<file path="config.mk">
export PLATFORM = sky130hd
export DESIGN_NAME = mul_arbiter
export DESIGN_NICKNAME = d
export VERILOG_FILES = /design/src/rtl/mul_arbiter_pkg.sv /design/src/rtl/mul_arbiter_rr_pick2.sv /design/src/rtl/mul_arbiter.sv
export SDC_FILE = /design/constraint.sdc
export NUM_CORES = 1
export LEC_CHECK = 0
export BUFFER_PORTS_ARGS = -buffer_cell sky130_fd_sc_hd__buf_4
export CAP_MARGIN = 30
export CORE_MARGIN = 2
export CORE_UTILIZATION = 33
export DETAILED_ROUTE_END_ITERATION = 10
export PLACE_DENSITY = 0.6
export SLEW_MARGIN = 25
export SYNTH_ARGS = -nofsm -noshare
export SYNTH_HDL_FRONTEND = slang
export SYNTH_SLANG_ARGS = --single-unit
</file>
<file path="constraint.sdc">
create_clock -name clock -period 3.9 [get_ports clock]
set_clock_uncertainty 0.2 [all_clocks]
set_input_delay 0.195 -clock clock [delete_from_list [all_inputs] [get_ports clock]]
set_output_delay 0.195 -clock clock [all_outputs]
set_load 0.02 [all_outputs]
</file>
<file path="src/rtl/mul_arbiter_pkg.sv">
// Shared types and defaults for the two-requester multiplier arbiter.
// Holds the one-hot FSM encoding and the parameter defaults.
package mul_arbiter_pkg;

    localparam int TIMEOUT_DEF = 12;
    localparam int OPW_DEF     = 8;
    localparam int STATE_W     = 4;

    typedef enum logic [STATE_W-1:0] {
        IDLE  = 4'b0001,
        ISSUE = 4'b0010,
        WAIT  = 4'b0100,
        RESP  = 4'b1000
    } state_t;

endpackage

</file>
<file path="src/rtl/mul_arbiter_rr_pick2.sv">
// Two-way round-robin pick: a lone request wins outright,
// a tie goes to the requester that was not granted last.
module rr_pick2 (
    input  logic [1:0] req,
    input  logic       last_grant,
    output logic       winner,
    output logic       valid
);

    always_comb begin
        valid  = |req;
        winner = 1'b0;
        case (req)
            2'b10:   winner = 1'b1;
            2'b11:   winner = ~last_grant;
            default: winner = 1'b0;
        endcase
    end

endmodule

</file>
<file path="src/rtl/mul_arbiter.sv">
// Arbitrates two signed-multiply requesters onto one shared Booth multiplier,
// with a bounded wait that aborts a stalled multiply with an error response.
module mul_arbiter
    import mul_arbiter_pkg::*;
#(
    parameter int TIMEOUT = TIMEOUT_DEF,
    parameter int OPW     = OPW_DEF
) (
    input  logic             clock,
    input  logic             reset,
    input  logic [1:0]       req,
    input  logic [OPW-1:0]   op_a0,
    input  logic [OPW-1:0]   op_b0,
    input  logic [OPW-1:0]   op_a1,
    input  logic [OPW-1:0]   op_b1,
    output logic [1:0]       ack,
    output logic [1:0]       done,
    output logic [2*OPW-1:0] result,
    output logic             err,
    output logic             busy,
    output logic             mul_start,
    output logic [OPW-1:0]   mul_a,
    output logic [OPW-1:0]   mul_b,
    input  logic             mul_done,
    input  logic [2*OPW-1:0] mul_result
);

    localparam int TW = $clog2(TIMEOUT) + 1;
    localparam logic [TW-1:0] T_LAST = TW'(TIMEOUT - 1);

    state_t             state;
    state_t             state_nxt;
    logic               owner;
    logic               last_grant;
    logic               winner;
    logic               valid;
    logic [OPW-1:0]     a_q;
    logic [OPW-1:0]     b_q;
    logic [2*OPW-1:0]   res_q;
    logic               err_q;
    logic [TW-1:0]      timer;
    logic               timed_out;

    rr_pick2 u_pick (
        .req        (req),
        .last_grant (last_grant),
        .winner     (winner),
        .valid      (valid)
    );

    assign timed_out = (timer >= T_LAST);

    always_comb begin
        state_nxt = state;
        unique case (state)
            IDLE:    if (valid) state_nxt = ISSUE;
            ISSUE:   state_nxt = WAIT;
            WAIT:    if (mul_done || timed_out) state_nxt = RESP;
            RESP:    state_nxt = IDLE;
            default: state_nxt = IDLE;
        endcase
    end

    always_comb begin
        ack       = '0;
        done      = '0;
        result    = '0;
        err       = 1'b0;
        mul_start = 1'b0;
        mul_a     = '0;
        mul_b     = '0;
        busy      = (state != IDLE);
        if (state == ISSUE) begin
            ack[owner] = 1'b1;
            mul_start  = 1'b1;
        end
        if (state == ISSUE || state == WAIT) begin
            mul_a = a_q;
            mul_b = b_q;
        end
        if (state == RESP) begin
            done[owner] = 1'b1;
            result      = res_q;
            err         = err_q;
        end
    end

    always_ff @(posedge clock) begin
        if (!reset) begin
            state      <= IDLE;
            owner      <= 1'b0;
            last_grant <= 1'b1;
            a_q        <= '0;
            b_q        <= '0;
            res_q      <= '0;
            err_q      <= 1'b0;
            timer      <= '0;
        end else begin
            state <= state_nxt;
            unique case (state)
                IDLE: begin
                    if (valid) begin
                        owner <= winner;
                        a_q   <= winner ? op_a1 : op_a0;
                        b_q   <= winner ? op_b1 : op_b0;
                        res_q <= '0;
                        err_q <= 1'b0;
                    end
                end
                ISSUE: timer <= '0;
                WAIT: begin
                    // completion beats a timeout landing in the same cycle
                    if (mul_done) begin
                        res_q <= mul_result;
                        err_q <= 1'b0;
                    end else if (timed_out) begin
                        res_q <= '0;
                        err_q <= 1'b1;
                    end
                    if (!timed_out) timer <= timer + TW'(1);
                end
                RESP:    last_grant <= owner;
                default: ;
            endcase
        end
    end

endmodule

</file>
==> results.yml <==
run_status:
  run_status: "finished clean"
floorplan:
  die_area_um2: 7330
  dieHeight_um: 85.6
  num_rows: 29
  io-pin-count: 92
  floorplan.core_area_um2: 6390
  initial_core_util_pct: 34.4
  floorplan.die.width_um: 85.6
synth:
  synth_area_per_cell_um2: 9.16
  ys_seq_area_share_pct: 40.1
  synth_enable_flop_cells: 0
  synth_async_sr_flop_share_pct: 0
  ys_types: 38
  synthTopCellsByArea: "dfxtp_1 (40%), a311oi_2 (10%), and2_1 (10%)"
  yosys-top-cells-count: "dfxtp_1 (44), nand2_1 (37), and2_1 (36)"
  yosysWarningCount: 0
  synth_largest_type_area_fraction_pct: 40.1
  synth.ff_latch_count: 44
  synth.most_common_cell: "dfxtp_1"
  syn_area_um2: 2200
  net_count_after_synthesis: 294
  synth_cells: 240
  post-synth-top-area-cell: "dfxtp_1"
  synth_flop_cell: "dfxtp_1"
placed_design:
  dp_cells: 392
  gp_routability_congestion: 0.833
  detailedPlacementHpwl_um: 3750
  place.port_buffers: 91
  placed_area_um2: 2890
sta:
  slew_headroom_pct: 44.5
  setup-tns-final_ps: 0
  grt_setup_unrepaired: "no"
  finalHoldViolCount: 0
  worst_slew_pin_slew_ps: 829
  final_max_slew_viol_count: 0
  final_min_period_over_clock_period_pct: 70.1
  final.min_clock_period_ps: 2730
  finalSetupViolations: 0
  maxClockFrequency_mhz: 366
cells_and_area:
  post_route_cells_drive_above_1_share_pct: 34.2
  syn2layout_area_growth_pct: 59.0
  diodes: 0
  stdcell_area_um2: 3490
  final_cell_count_no_fill: 451
  fin_util_pct: 54.7
  num-fill-cells: 572
  finish.net_count: 427
global_routing:
  antenna_found_initial: 0
  wire_length_of_the_first_global_routing_pass_um: 9940
  use_met1_pct: 19.3
  grt_pass1_vias: 2205
  global_route.usage.total_pct: 16.7
  busiest_layer: "met2"
  grt_start_max_net_pins: 34
  grt_met3_use_pct: 4.91
  gr-usage-met2_pct: 30.0
  grt-ovfl-total: 0
clock_network:
  numCtsBuffers: 5
  clockBufferDepth: 2
  cts_resized: 0
  post_cts.repair.setup_buffers: 0
  clock_tree.root_cell: "clkbuf_8"
  htree_levels: 2
  holdBufCountCts: 49
  cts.clk_slew.worst_paths_ps: 90
  clkSinkCount: 44
  cts_tree: "done"
  clkLatencyLatePin_ps: 300
routing:
  dr.pass1.iters: 5
  detail_route.wirelength_um: 5860
  wire_per_inst_um: 13.0
  routed-via-count: 2124
  drc: 0
  routed_via_density: 4.71
  iteration_0_drc_markers: 71
  postRouteAntennaNets: 0
power_and_ir_drop:
  power_per_cell_area_nw_per_um2: 305
  max-vdd-ir-drop_mv: 0.155
  power_uw: 1060
  power_leakage_uw: 0.00158
job:
  cap_viol_max_count: 0
setup_path:
  cpLargestDelayFamily: "simple AND/OR/NAND/NOR gates"
  crit_chain: "or4b_4 > nor2_8 > nor2_1 > a311oi_2 > dlygate4sd3_1"
  crit_fanout: 33
  critPathLaunchType: "flip-flop"
  critical_path_buf_inv_count: 1
  worst_ep_arrival_time_ps: 2780
  worstSetupPathType: "flip-flop to flip-flop"
  critical_path.slowest_cell: "or4b_4"
  endpoint_kind: "flip-flop"
  slowest_delay_ps: 580
  worst_ep_required_time_ps: 3950
hold_path:
  hold_path_class: "input pin to flip-flop"
==> cells in the final DEF, fill, tap and decap left out, drive strengths merged, types with 4 or more instances in the layout <==
master	n
buf	95
dfxtp	44
inv	9
clkbuf	6
a311oi	17
dlygate4sd3	49
and2	36
o21ai	4
a22o	17
nor2	27
nand2	37
==> worst min-delay path, delay by kind of cell <==
kind | cells | cell delay (ps)
AOI/OAI and AO/OA | 1 | 100
buffers and inverters | 1 | 110
and+or+nand+nor | 1 | 60
==> area by class of cell <==
| cell class | instances | area, um2 | share of cell area [%] |
|---|---|---|---|
| clock buffers | 6 | 82.6 | 2.36 |
| clock inverters | 2 | 13.8 | 0.394 |
| well taps | 77 | 96.3 | 2.76 |
| inverters | 8 | 30.0 | 0.859 |
| flip-flops and latches | 44 | 881 | 25.2 |
| multi-input cells | 170 | 1180 | 33.8 |
| repair buffers | 144 | 1210 | 34.7 |
==> power breakdown <==
part / internal [uW] / switching (uW) / total [uW] / leakage [uW]
registers: 478 / 18.6 / 497 / 0.000359
clock network: 145 / 157 / 302 / 0.0000516
logic: 145 / 121 / 266 / 0.00117
==> per-stage QoR <==
step	hold WS [ps]	setup slack (ps)
floorplan	117	1990
global placement	213	1590
detailed placement	216	1560
CTS	1.16	1160
global route	0.280	964
finish	7.54	1170
==> cells by family after synthesis <==
kind of cell	Yosys count	synth area share (%)
AOI/OAI and AO/OA	50	24.1
xor gates and xnor gates	2	0.797
adders and majority gates	1	0.569
buffers and inverters	26	6.55
DFF	44	40.1
muxes	1	0.512
and+or+nand+nor	116	27.4
==> metal layers <==
metal  vias up  wire length, um
li1       1097                -
met3         6              430
met5         -                0
met4         0               59
met1       939             2580
met2        82             2790
==> worst paths after layout <==
kind                               start  endpoint  slack (ps)  cells after the start
worst max-delay path            state[0]    a_q[1]        1170                      5
worst min-delay path            op_a0[7]    a_q[7]           8                      3
worst max register to register  state[0]    a_q[1]        1170                      5
worst min register to register  res_q[7]  res_q[7]         270                      1
==> registers in the layout, summed over array words and instances, names as in the netlist <==
signal / count
res_q: 16
timer: 5
state: 4
b_q: 8
last_grant: 1
owner: 1
a_q: 8
err_q: 1
No activity file was read; power rests on OpenSTA's default activity.
